$ cat config.mk
export PLATFORM = sky130hd
export DESIGN_NAME = tug_of_war_field
export DESIGN_NICKNAME = d
export VERILOG_FILES = /design/src/rtl/tug_of_war_field.sv
export SDC_FILE = /design/constraint.sdc
export NUM_CORES = 1
export LEC_CHECK = 0
export CORE_MARGIN = 3
export CORE_UTILIZATION = 47
export DETAILED_ROUTE_END_ITERATION = 10
export PLACE_DENSITY = 0.74
export SLEW_MARGIN = 10
export SYNTH_ARGS = -nofsm -noshare
export SYNTH_HDL_FRONTEND = slang
export SYNTH_SLANG_ARGS = --single-unit
export TNS_END_PERCENT = 30
$ cat constraint.sdc
create_clock -name clk -period 1.87 [get_ports clk]
set_input_delay 0.2805 -clock clk [delete_from_list [all_inputs] [get_ports clk]]
set_output_delay 0.2805 -clock clk [all_outputs]
set_load 0.05 [all_outputs]
$ cat src/rtl/tug_of_war_field.sv
// Two-player tug-of-war: one lit position is pulled left/right by key presses;
// running off either end wins a round, WIN_SCORE rounds wins the match.
module tug_of_war_field #(
  parameter int NUM_LIGHTS = 9,
  parameter int SCORE_W    = 3,
  parameter int WIN_SCORE  = 7
) (
  input  logic                  clk,
  input  logic                  reset,
  input  logic                  L,
  input  logic                  R,
  output logic [NUM_LIGHTS-1:0] lights,
  output logic [SCORE_W-1:0]    left_score,
  output logic [SCORE_W-1:0]    right_score,
  output logic                  left_win,
  output logic                  right_win,
  output logic                  match_over
);

  localparam int POS_W = (NUM_LIGHTS > 2) ? $clog2(NUM_LIGHTS) : 1;
  localparam logic [POS_W-1:0]      CTR        = POS_W'((NUM_LIGHTS - 1) / 2);
  localparam logic [POS_W-1:0]      LEFT_END   = POS_W'(NUM_LIGHTS - 1);
  localparam logic [POS_W-1:0]      RIGHT_END  = '0;
  localparam logic [NUM_LIGHTS-1:0] CTR_ONEHOT = NUM_LIGHTS'(1) << CTR;
  localparam logic [SCORE_W-1:0]    WIN_M1     = SCORE_W'(WIN_SCORE - 1);

  typedef enum logic [1:0] {
    PLAY      = 2'd0,
    ROUND_END = 2'd1,
    MATCH_END = 2'd2
  } state_t;

  state_t                state_q;
  logic [POS_W-1:0]      pos_q;
  logic [NUM_LIGHTS-1:0] lights_q;
  logic [SCORE_W-1:0]    left_score_q;
  logic [SCORE_W-1:0]    right_score_q;
  logic                  left_win_q;
  logic                  right_win_q;
  logic                  match_over_q;
  logic                  l_prev_q;
  logic                  r_prev_q;

  logic lp;
  logic rp;

  // Previous-key registers reset high so a key held across reset is not a press.
  assign lp = L & ~l_prev_q;
  assign rp = R & ~r_prev_q;

  always_ff @(posedge clk or posedge reset) begin
    if (reset) begin
      state_q       <= PLAY;
      pos_q         <= CTR;
      lights_q      <= CTR_ONEHOT;
      left_score_q  <= '0;
      right_score_q <= '0;
      left_win_q    <= 1'b0;
      right_win_q   <= 1'b0;
      match_over_q  <= 1'b0;
      l_prev_q      <= 1'b1;
      r_prev_q      <= 1'b1;
    end else begin
      l_prev_q <= L;
      r_prev_q <= R;
      case (state_q)
        PLAY: begin
          if (lp && !rp) begin
            if (pos_q == LEFT_END) begin
              left_score_q <= left_score_q + 1'b1;
              left_win_q   <= 1'b1;
              right_win_q  <= 1'b0;
              lights_q     <= '0;
              if (left_score_q == WIN_M1) begin
                state_q      <= MATCH_END;
                match_over_q <= 1'b1;
              end else begin
                state_q <= ROUND_END;
              end
            end else begin
              pos_q    <= pos_q + 1'b1;
              lights_q <= lights_q << 1;
            end
          end else if (rp && !lp) begin
            if (pos_q == RIGHT_END) begin
              right_score_q <= right_score_q + 1'b1;
              right_win_q   <= 1'b1;
              left_win_q    <= 1'b0;
              lights_q      <= '0;
              if (right_score_q == WIN_M1) begin
                state_q      <= MATCH_END;
                match_over_q <= 1'b1;
              end else begin
                state_q <= ROUND_END;
              end
            end else begin
              pos_q    <= pos_q - 1'b1;
              lights_q <= lights_q >> 1;
            end
          end
        end
        ROUND_END: begin
          // The press that restarts play only re-centres; it never moves the light.
          if (lp || rp) begin
            left_win_q  <= 1'b0;
            right_win_q <= 1'b0;
            pos_q       <= CTR;
            lights_q    <= CTR_ONEHOT;
            state_q     <= PLAY;
          end
        end
        MATCH_END: begin
          state_q <= MATCH_END;
        end
        default: begin
          state_q  <= PLAY;
          pos_q    <= CTR;
          lights_q <= CTR_ONEHOT;
        end
      endcase
    end
  end

  assign lights      = lights_q;
  assign left_score  = left_score_q;
  assign right_score = right_score_q;
  assign left_win    = left_win_q;
  assign right_win   = right_win_q;
  assign match_over  = match_over_q;

endmodule

Word-level counts from Yosys, hierarchy flattened

Cells that the tools add are included.
W data, S select, Z words.

Flip-flop bits (word level): 26
Bits in latches: 0
RAM bits: 0
Bits in read-only memories: 0
Bits of input ports: 4
Output and inout bits: 18
Word-level logic and storage cells: 88
Memories: 0

Add/subtract/negate cells: 4
$mul: 0
Div/mod/pow operators: 0
Order comparisons: 0
Equal/unequal tests: 13
Shift operators: 0
Muxes and demuxes: 37
Bitwise operators: 6
Reduce and logical (&&, ||, !) cells: 18

Operator list:

| kind                  | count |
|---|---|
| $mux W9               | 4 |
| $pmux W9 S3           | 1 |
| $mux W4               | 5 |
| $mux W1               | 15 |
| $ne A3 B3 Y1 const B  | 5 |
| $mux W2               | 7 |
| $pmux W4 S3           | 1 |
| $reduce_and A5 Y1     | 2 |
| $mux W8               | 1 |
| $reduce_and A4 Y1     | 2 |
| $reduce_bool A2 Y1    | 4 |
| $add A3 B1 Y3 const B | 2 |
| $eq A3 B3 Y1 const B  | 2 |
| $pmux W2 S3           | 1 |
| $reduce_and A3 Y1     | 2 |
| $reduce_and A6 Y1     | 1 |
| $add A4 B1 Y4 const B | 1 |
| $eq A4 B4 Y1 const B  | 1 |
| $logic_not A4 Y1      | 1 |
| $ne A2 B1 Y1 const B  | 2 |
| $not A1 Y1            | 4 |
| $pmux W1 S2           | 2 |
| $sub A4 B1 Y4 const B | 1 |
| $and A1 B1 Y1         | 2 |
| other kinds (7)       | 9 |

Depth between registers and ports, before layout

Gate-level depths: netlist (run 1).

Word-level depth: 7
Depth in mapped cells: 8
Depth with buffers taken out: 7

Least setup slack after synthesis (run 1)

Ideal clock, no wire load.

Path kind: register to register
From: register l_prev_q
To: register state_q[0]
Library setup time: 0.077 ns
Data arrival time: 1.804 ns
Data required time: 1.793 ns
Path slack: -0.012 ns
Cell stages (with the launch flop): 8
Buffers on the path: 1
Clock period less this slack: 1.882 ns
Cell sequence: dfstp_2 -> nor2b_1 -> ha_1 -> clkbuf_2 -> xor2_1 -> nand2b_4 -> or4_1 -> a21oi_1

Cells in the longest elaborated chain, start to end: 6
Elaborated cells on any way between the ends: 13
Those cells by class: eq/ne (4); mux (2); bitwise (2); reduce/logical (5)

RTL lines:

| element                     | line | RTL |
|---|---|---|
| from (decl)                 | 41   | `logic l_prev_q;` |
| from (signal assigned)      | 61   | `l_prev_q <= 1'b1;` |
| from (signal assigned)      | 64   | `l_prev_q <= L;` |
| $not A1 Y1 (*)              | 48   | `assign lp = L & ~l_prev_q;` |
| $and A1 B1 Y1 (*)           | 48   |  |
| $logic_not A1 Y1            | 84   | `end else if (rp && !lp) begin` |
| $logic_and A1 B1 Y1         | 84   |  |
| $ne A3 B3 Y1 (no line)      | -    |  |
| $reduce_and A4 Y1 (no line) | -    |  |
| to (signal assigned)        | 78   | `state_q <= ROUND_END;` |
| to (signal assigned)        | 91   | `state_q <= MATCH_END;` |
| to (signal assigned)        | 94   | `state_q <= ROUND_END;` |
| to (decl)                   | 33   | `state_t state_q;` |

Every way passes the cells marked *; elsewhere a longest branch is shown, timed or not.
A chain may end at the register's enable or synchronous reset.

Worst setup path after layout (run 1)

From: input port L
To: register state_q[0]

Cells in the longest elaborated chain, start to end: 5
Elaborated cells on any way between the ends: 12
Those cells by class: eq/ne (4); mux (2); bitwise (1); reduce/logical (5)

RTL lines:

| element                     | line | RTL |
|---|---|---|
| from (decl)                 | 10   | `input logic L,` |
| $and A1 B1 Y1 (*)           | 48   |  |
| $logic_not A1 Y1            | 84   |  |
| $logic_and A1 B1 Y1         | 84   |  |
| $ne A3 B3 Y1 (no line)      | -    |  |
| $reduce_and A4 Y1 (no line) | -    |  |

Marked as above.

==> summary.txt, run 1 <==
Placement
  • Routability cong.: 0.838
  • Worst slack, placed: -363 ps
  • Port Buffer Count: 21
  • Detailed Place HPWL: 2300 um
  • Dpl cells: 212

Synth
  • Distinct cells, synth: 37
  • EDFF count, synth: 0
  • Synth Cell Area: 0.00141 mm2
  • Synth Flop Type: dfrtp_1
  • Leading area contributor after synthesis: dfrtp_1
  • Synth warn: 0
  • Ranking of synthesized cells by area: dfrtp_1 (39%), ha_1 (8.9%), dfstp_2 (7.5%)
  • Sequential share of the synthesized area: 0.465
  • Syn Inst Count: 143
  • Top cell type's share of synthesized area: 0.390
  • Yosys reg bits: 26
  • Avg Cell Area, Syn: 9.86 um2
  • Syn_nets: 157
  • Ys async rst share: 1.00

Floorplan
  • Initial core utilization: 0.503
  • # rows: 19
  • Die area: 0.00369 mm2
  • Core Area: 0.00281 mm2
  • Width of the die: 60.8 um
  • Die H: 60.8 um
  • I/O pin count: 22

Final layout
  • Fraction of layout cells with a size suffix above 1: 0.269
  • Layout Cells excl Fill: 217
  • Fillers: 216
  • Register cell area after layout: 656 um2
  • Multi-input gate area: 771 um2
  • Commonest non-fill, non-tap cell in the layout: buf_4
  • Fin nets: 201
  • Area Growth Syn to Fin: 39.0%
  • Most frequent cells in the layout: buf_4 (26), dfrtp_1 (22), nand2_1 (18), inv_1 (9), dlymetal6s2s_1 (9)
  • # diodes: 0

Job
  • Number of max-cap violations: 0

GRT
  • Grt total ovfl: 0
  • First-pass GRT wire length: 5260 um
  • Antenna violations before repair: 0
  • Vias in the first global route: 1139
  • Largest net degree at the start of global routing: 27
  • GRT Total Usage: 0.192

Pwr
  • Final Power: 2.89 mW
  • Leakage power: 1.03 nW
  • Worst ir drop on vdd: 0.878 mV
  • Total power per unit cell area: 1470 mW/mm2

Timing
  • Clock Skew: 1.95 ps
  • Max-slew headroom: 0.661
  • Fmax: 0.534 GHz
  • Final setup margin: -1.04 ps
  • Worst-margin pin slew: 508 ps
  • Fin crit share: 1.00
  • Hold Violations, Final: 0
  • Period minus WS final: 1870 ps
  • Final TNS setup: -1.04 ps
  • Final hold slack: 281 ps
  • # setup viols final: 1
  • RSZ-0062 raised after global routing: yes
  • Slew Limit Fails: 0

Route
  • DRC Markers: 0
  • Wire per inst: 14.8 um
  • DR pass1 iterations: 4
  • WL final: 3220 um
  • Initial DRC Count: 37
  • Vias: 1203
  • Vias per cell: 5.54
  • Post-DRT Antenna Nets: 0

Worst setup path
  • CP Max Fanout: 3
  • Slowest CP cell: or4_4
  • Reg2reg path depth: 5
  • Worst endpoint data arrival time: 2130 ps
  • CP cell instances: clkdlybuf4s50_1, nor2b_4, ha_2, buf_4, or4_4, a21oi_2
  • CP max stage delay: 540 ps
  • CP Class: input port to flop
  • CP startpoint kind: input port
  • Critical path required time: 2130 ps
  • Crit. End Element: flop

Clock tree
  • Clk Latency, worst-skew pair: 320 ps
  • TritonCTS Buffers: 3
  • CTS tree: built
  • H-tree depth: 1
  • Clk root buf: clkbuf_4
  • Clk buf depth: 2
  • CTS Sinks: 26
  • Worst-path clk slew: 140 ps
  • Hold-fix buffers at CTS: 0

Outcome
  • Outcome: finished with violations
  • Failing checks: setup timing

Min path
  • Hold Crit Class: input port to async pin
-- layout make-up --
| class | instances | area share |
|---|---|---|
| multi-input cells | 101 | 0.393 |
| clock inverters | 1 | 0.0153 |
| well taps | 31 | 0.0198 |
| inverters | 10 | 0.0191 |
| repair buffers | 45 | 0.207 |
| clock buffers | 3 | 0.0115 |
| flip-flops and latches | 26 | 0.334 |
-- cell families (layout without fill, tap and decap cells) --
| logic type | count (synthesis) | in the layout | synth area share |
|---|---|---|---|
| simple gates | 46 | 46 | 0.179 |
| xor+xnor | 7 | 7 | 0.0435 |
| buf+inv | 16 | 59 | 0.0453 |
| compound gates | 37 | 37 | 0.171 |
| fa+ha+maj | 10 | 10 | 0.0887 |
| flops | 26 | 26 | 0.465 |
| mux | 1 | 1 | 0.00710 |
-- through the flow --
step,utilization,cell area [um2]
floorplan,-,1420
global placement,0.642,1800
detailed placement,0.642,1800
CTS,0.666,1870
global route,0.699,1960
finish,0.699,1960
-- metal layers --
layer  wire length, um  track usage
met1              1430        0.249
met2              1640        0.321
met3               110       0.0489
met4                38       0.0464
met5                 0            0
-- state kept, by name, indices dropped and copies added (netlist names), 2 cells and up --
| name | flops |
|---|---|
| pos_q | 4 |
| state_q | 2 |
| right_score | 3 |
| left_score | 3 |
| lights | 9 |
-- cells in the mapped netlist, types with 4 or more instances --
library cell / number
o21ai_1: 4
o21ai_0: 9
inv_1: 10
dfstp_2: 4
dfrtp_1: 22
nor2_1: 7
nand3_1: 5
nand2_1: 18
ha_1: 10
xnor2_1: 5
a21oi_1: 7
a22oi_1: 6
-- worst paths after layout --
path,startpoint,slack [ps],to
max,L,-1,state_q[0]
max reg2reg,r_prev_q,-1,state_q[0]
max in group asynchronous,reset,1290,pos_q[2]
min in group clk,L,400,l_prev_q
min reg2reg,match_over,500,match_over
min,reset,280,lights[0]
-- power breakdown --
part	switching (mW)	internal, mW	total [mW]	leakage [nW]
Sequential	0.246	0.749	0.995	0.334
Clock	0.170	0.217	0.387	0.0279
Combinational	0.883	0.627	1.51	0.671
Total	1.30	1.59	2.89	1.03
-- worst max-delay path: cells and delay by family --
kind,cells,cell delay (ps)
AND/OR/NAND/NOR,2,750
buffers and inverters,2,660
adder cells (fa/ha/maj),1,310
AO/OA/AOI/OAI,1,130
-- timing repair --
action,4_1_cts,5_1_grt
pin swaps,0,2
endpoints found under the setup margin,12,23
gates resized for setup,5,22
buffers inserted,0,1
(Power assumes the default switching activity.)
==> run 2, diff against run 1 <==
--- a/config.mk
+++ b/config.mk
@@ -6,9 +6,10 @@
 export NUM_CORES = 1
 export LEC_CHECK = 0
 export CORE_MARGIN = 3
-export CORE_UTILIZATION = 47
+export CORE_UTILIZATION = 50
 export DETAILED_ROUTE_END_ITERATION = 10
-export PLACE_DENSITY = 0.74
+export GPL_ROUTABILITY_DRIVEN = 0
+export PLACE_DENSITY = 0.75
 export SLEW_MARGIN = 10
 export SYNTH_ARGS = -nofsm -noshare
 export SYNTH_HDL_FRONTEND = slang
==> constraint.sdc (replaced) <==
create_clock -name clk -period 2.32 [get_ports clk]
set_input_delay 0.348 -clock clk [delete_from_list [all_inputs] [get_ports clk]]
set_output_delay 0.348 -clock clk [all_outputs]
set_load 0.02 [all_outputs]
==> summary.txt, run 2 (synthesis gave the netlist of run 1 again) <==
Final layout
  • Max reg flops: 9
  • Fillers: 205
  • Fraction of layout cells with a size suffix above 1: 0.139
  • Fin nets: 188
  • Area Growth Syn to Fin: 24.1%
  • Register cell area after layout: 656 um2
  • Multi-input gate area: 691 um2
  • Most frequent cells in the layout: dfrtp_1 (22), clkdlybuf4s50_1 (21), nand2_1 (18), buf_4 (11)
  • Commonest non-fill, non-tap cell in the layout: dfrtp_1
  • # diodes: 0

Route
  • Initial DRC Count: 35
  • Wire per inst: 14.6 um
  • DR pass1 iterations: 4
  • Post-DRT Antenna Nets: 0
  • Vias per cell: 5.59
  • Vias: 1134
  • DRC Markers: 0
  • WL final: 2970 um

Timing
  • Clock Skew: 9.53 ps
  • Final hold slack: 376 ps
  • Hold Violations, Final: 0
  • # setup viols final: 0
  • Period minus WS final: 1990 ps
  • RSZ-0062 raised after global routing: no
  • Max-slew headroom: 0.623
  • Fin crit share: 0.858
  • Worst-margin pin slew: 565 ps
  • Final setup margin: 330 ps
  • Slew Limit Fails: 0
  • Fmax: 0.503 GHz

Worst setup path
  • RR Startpoint: l_prev_q
  • Critical path required time: 2580 ps
  • Reg2reg path depth: 7
  • CP startpoint kind: input port
  • Worst endpoint data arrival time: 2250 ps
  • Reg2reg setup slack: 360 ps
  • CP Class: input port to flop
  • Critical R2R Capture: lights[7]
  • Crit. End Element: flop
  • CP Max Fanout: 7

Pwr
  • Worst ir drop on vdd: 0.852 mV
  • Leakage power: 0.780 nW
  • Total power per unit cell area: 1100 mW/mm2

GRT
  • Antenna violations before repair: 0
  • First-pass GRT wire length: 5060 um
  • Largest net degree at the start of global routing: 27
  • GRT Total Usage: 0.189
  • Vias in the first global route: 1079
  • Grt total ovfl: 0

Clock tree
  • CTS Sinks: 26
  • Clk root buf: clkbuf_4
  • H-tree depth: 1
  • TritonCTS Buffers: 3
  • Hold-fix buffers at CTS: 0
  • CTS tree: built
  • Clk Latency, worst-skew pair: 340 ps
  • Clk buf depth: 2
  • Setup Buffers After CTS: 0
  • Worst-path clk slew: 150 ps
  • Post-CTS sizing: 0

Min path
  • Hold Crit Class: input port to async pin

Floorplan
  • Core Area: 0.00257 mm2
  • Die area: 0.00349 mm2
  • Die H: 59.1 um
  • Width of the die: 59.1 um
  • I/O pin count: 22
  • Initial core utilization: 0.549
  • # rows: 18

Placement
  • Detailed Place HPWL: 2200 um
  • Worst slack, placed: -10.9 ps
  • Port Buffer Count: 21

Job
  • Number of max-cap violations: 0

Outcome
  • Outcome: finished clean
==> run 2: cell count changes in the layout (fill, tap and decap cells not counted), sizes merged <==
cell and change:
buf -15, clkdlybuf4s50 +13, dlymetal6s2s -9, dlygate4sd2 -2, bufinv -1, clkbuf +1
==> run 2: cell type report <==
cell class | instances | share of cell area
inverter | 10 | 0.0214
multi-input combinational | 101 | 0.395
clock buffer | 4 | 0.0207
timing repair buffer | 32 | 0.167
sequential | 26 | 0.375
tap | 30 | 0.0214
==> run 2: metal layers <==
metal	routed length [um]	part of all wire	track usage
met3	111	0.037	0.0327
met4	42	0.014	0.0583
met5	0	0	0
met2	1440	0.48	0.301
met1	1370	0.46	0.263
==> run 2: power by group <==
group          switching [mW]  internal (mW)  leakage (nW)  total [mW]
clock                   0.142         0.0963        0.0210       0.238
sequential              0.183          0.604         0.334       0.787
combinational           0.455          0.446         0.426       0.900
total                   0.779           1.15         0.780        1.93
==> run 2: how the worst max path moves through the flow <==
stage / end / slack, ps / startpoint / cells past startpoint
floorplan: state_q[0] / 440 / l_prev_q / 7
global placement: pos_q[3] / 40 / L / 6
detailed placement: lights[7] / -10 / R / 8
CTS: lights[7] / 330 / R / 8
global route: lights[8] / 170 / R / 8
finish: pos_q[3] / 330 / L / 6
==> run 2: critical path, cell delays in order <==
cell,delay [ps]
clkdlybuf4s50_1,470
nor2b_1,240
ha_1,330
or3_1,470
or2_1,240
o211ai_1,150
==> run 2: through the flow <==
| stage | TNS (ps) | power (mW) | instances | util | instance area (um2) |
|---|---|---|---|---|---|
| finish | 0 | 1.93 | 203 | 0.682 | 1750 |
| global route | 0 | 2.06 | 203 | 0.682 | 1750 |
| CTS | 0 | 1.94 | 203 | 0.682 | 1750 |
| detailed placement | -17.6 | 1.70 | 199 | 0.668 | 1710 |
| global placement | 0 | 1.67 | 199 | 0.668 | 1710 |
| floorplan | 0 | 1.33 | 143 | - | 1410 |
==> run 3, diff against run 2 <==
--- a/config.mk
+++ b/config.mk
@@ -7,6 +7,7 @@
 export LEC_CHECK = 0
 export CORE_MARGIN = 3
 export CORE_UTILIZATION = 50
+export CTS_CLUSTER_DIAMETER = 200
 export DETAILED_ROUTE_END_ITERATION = 10
 export GPL_ROUTABILITY_DRIVEN = 0
 export PLACE_DENSITY = 0.75
==> results of run 3 <==
No change in the layout: final DEF, timing and power equal those of run 2.
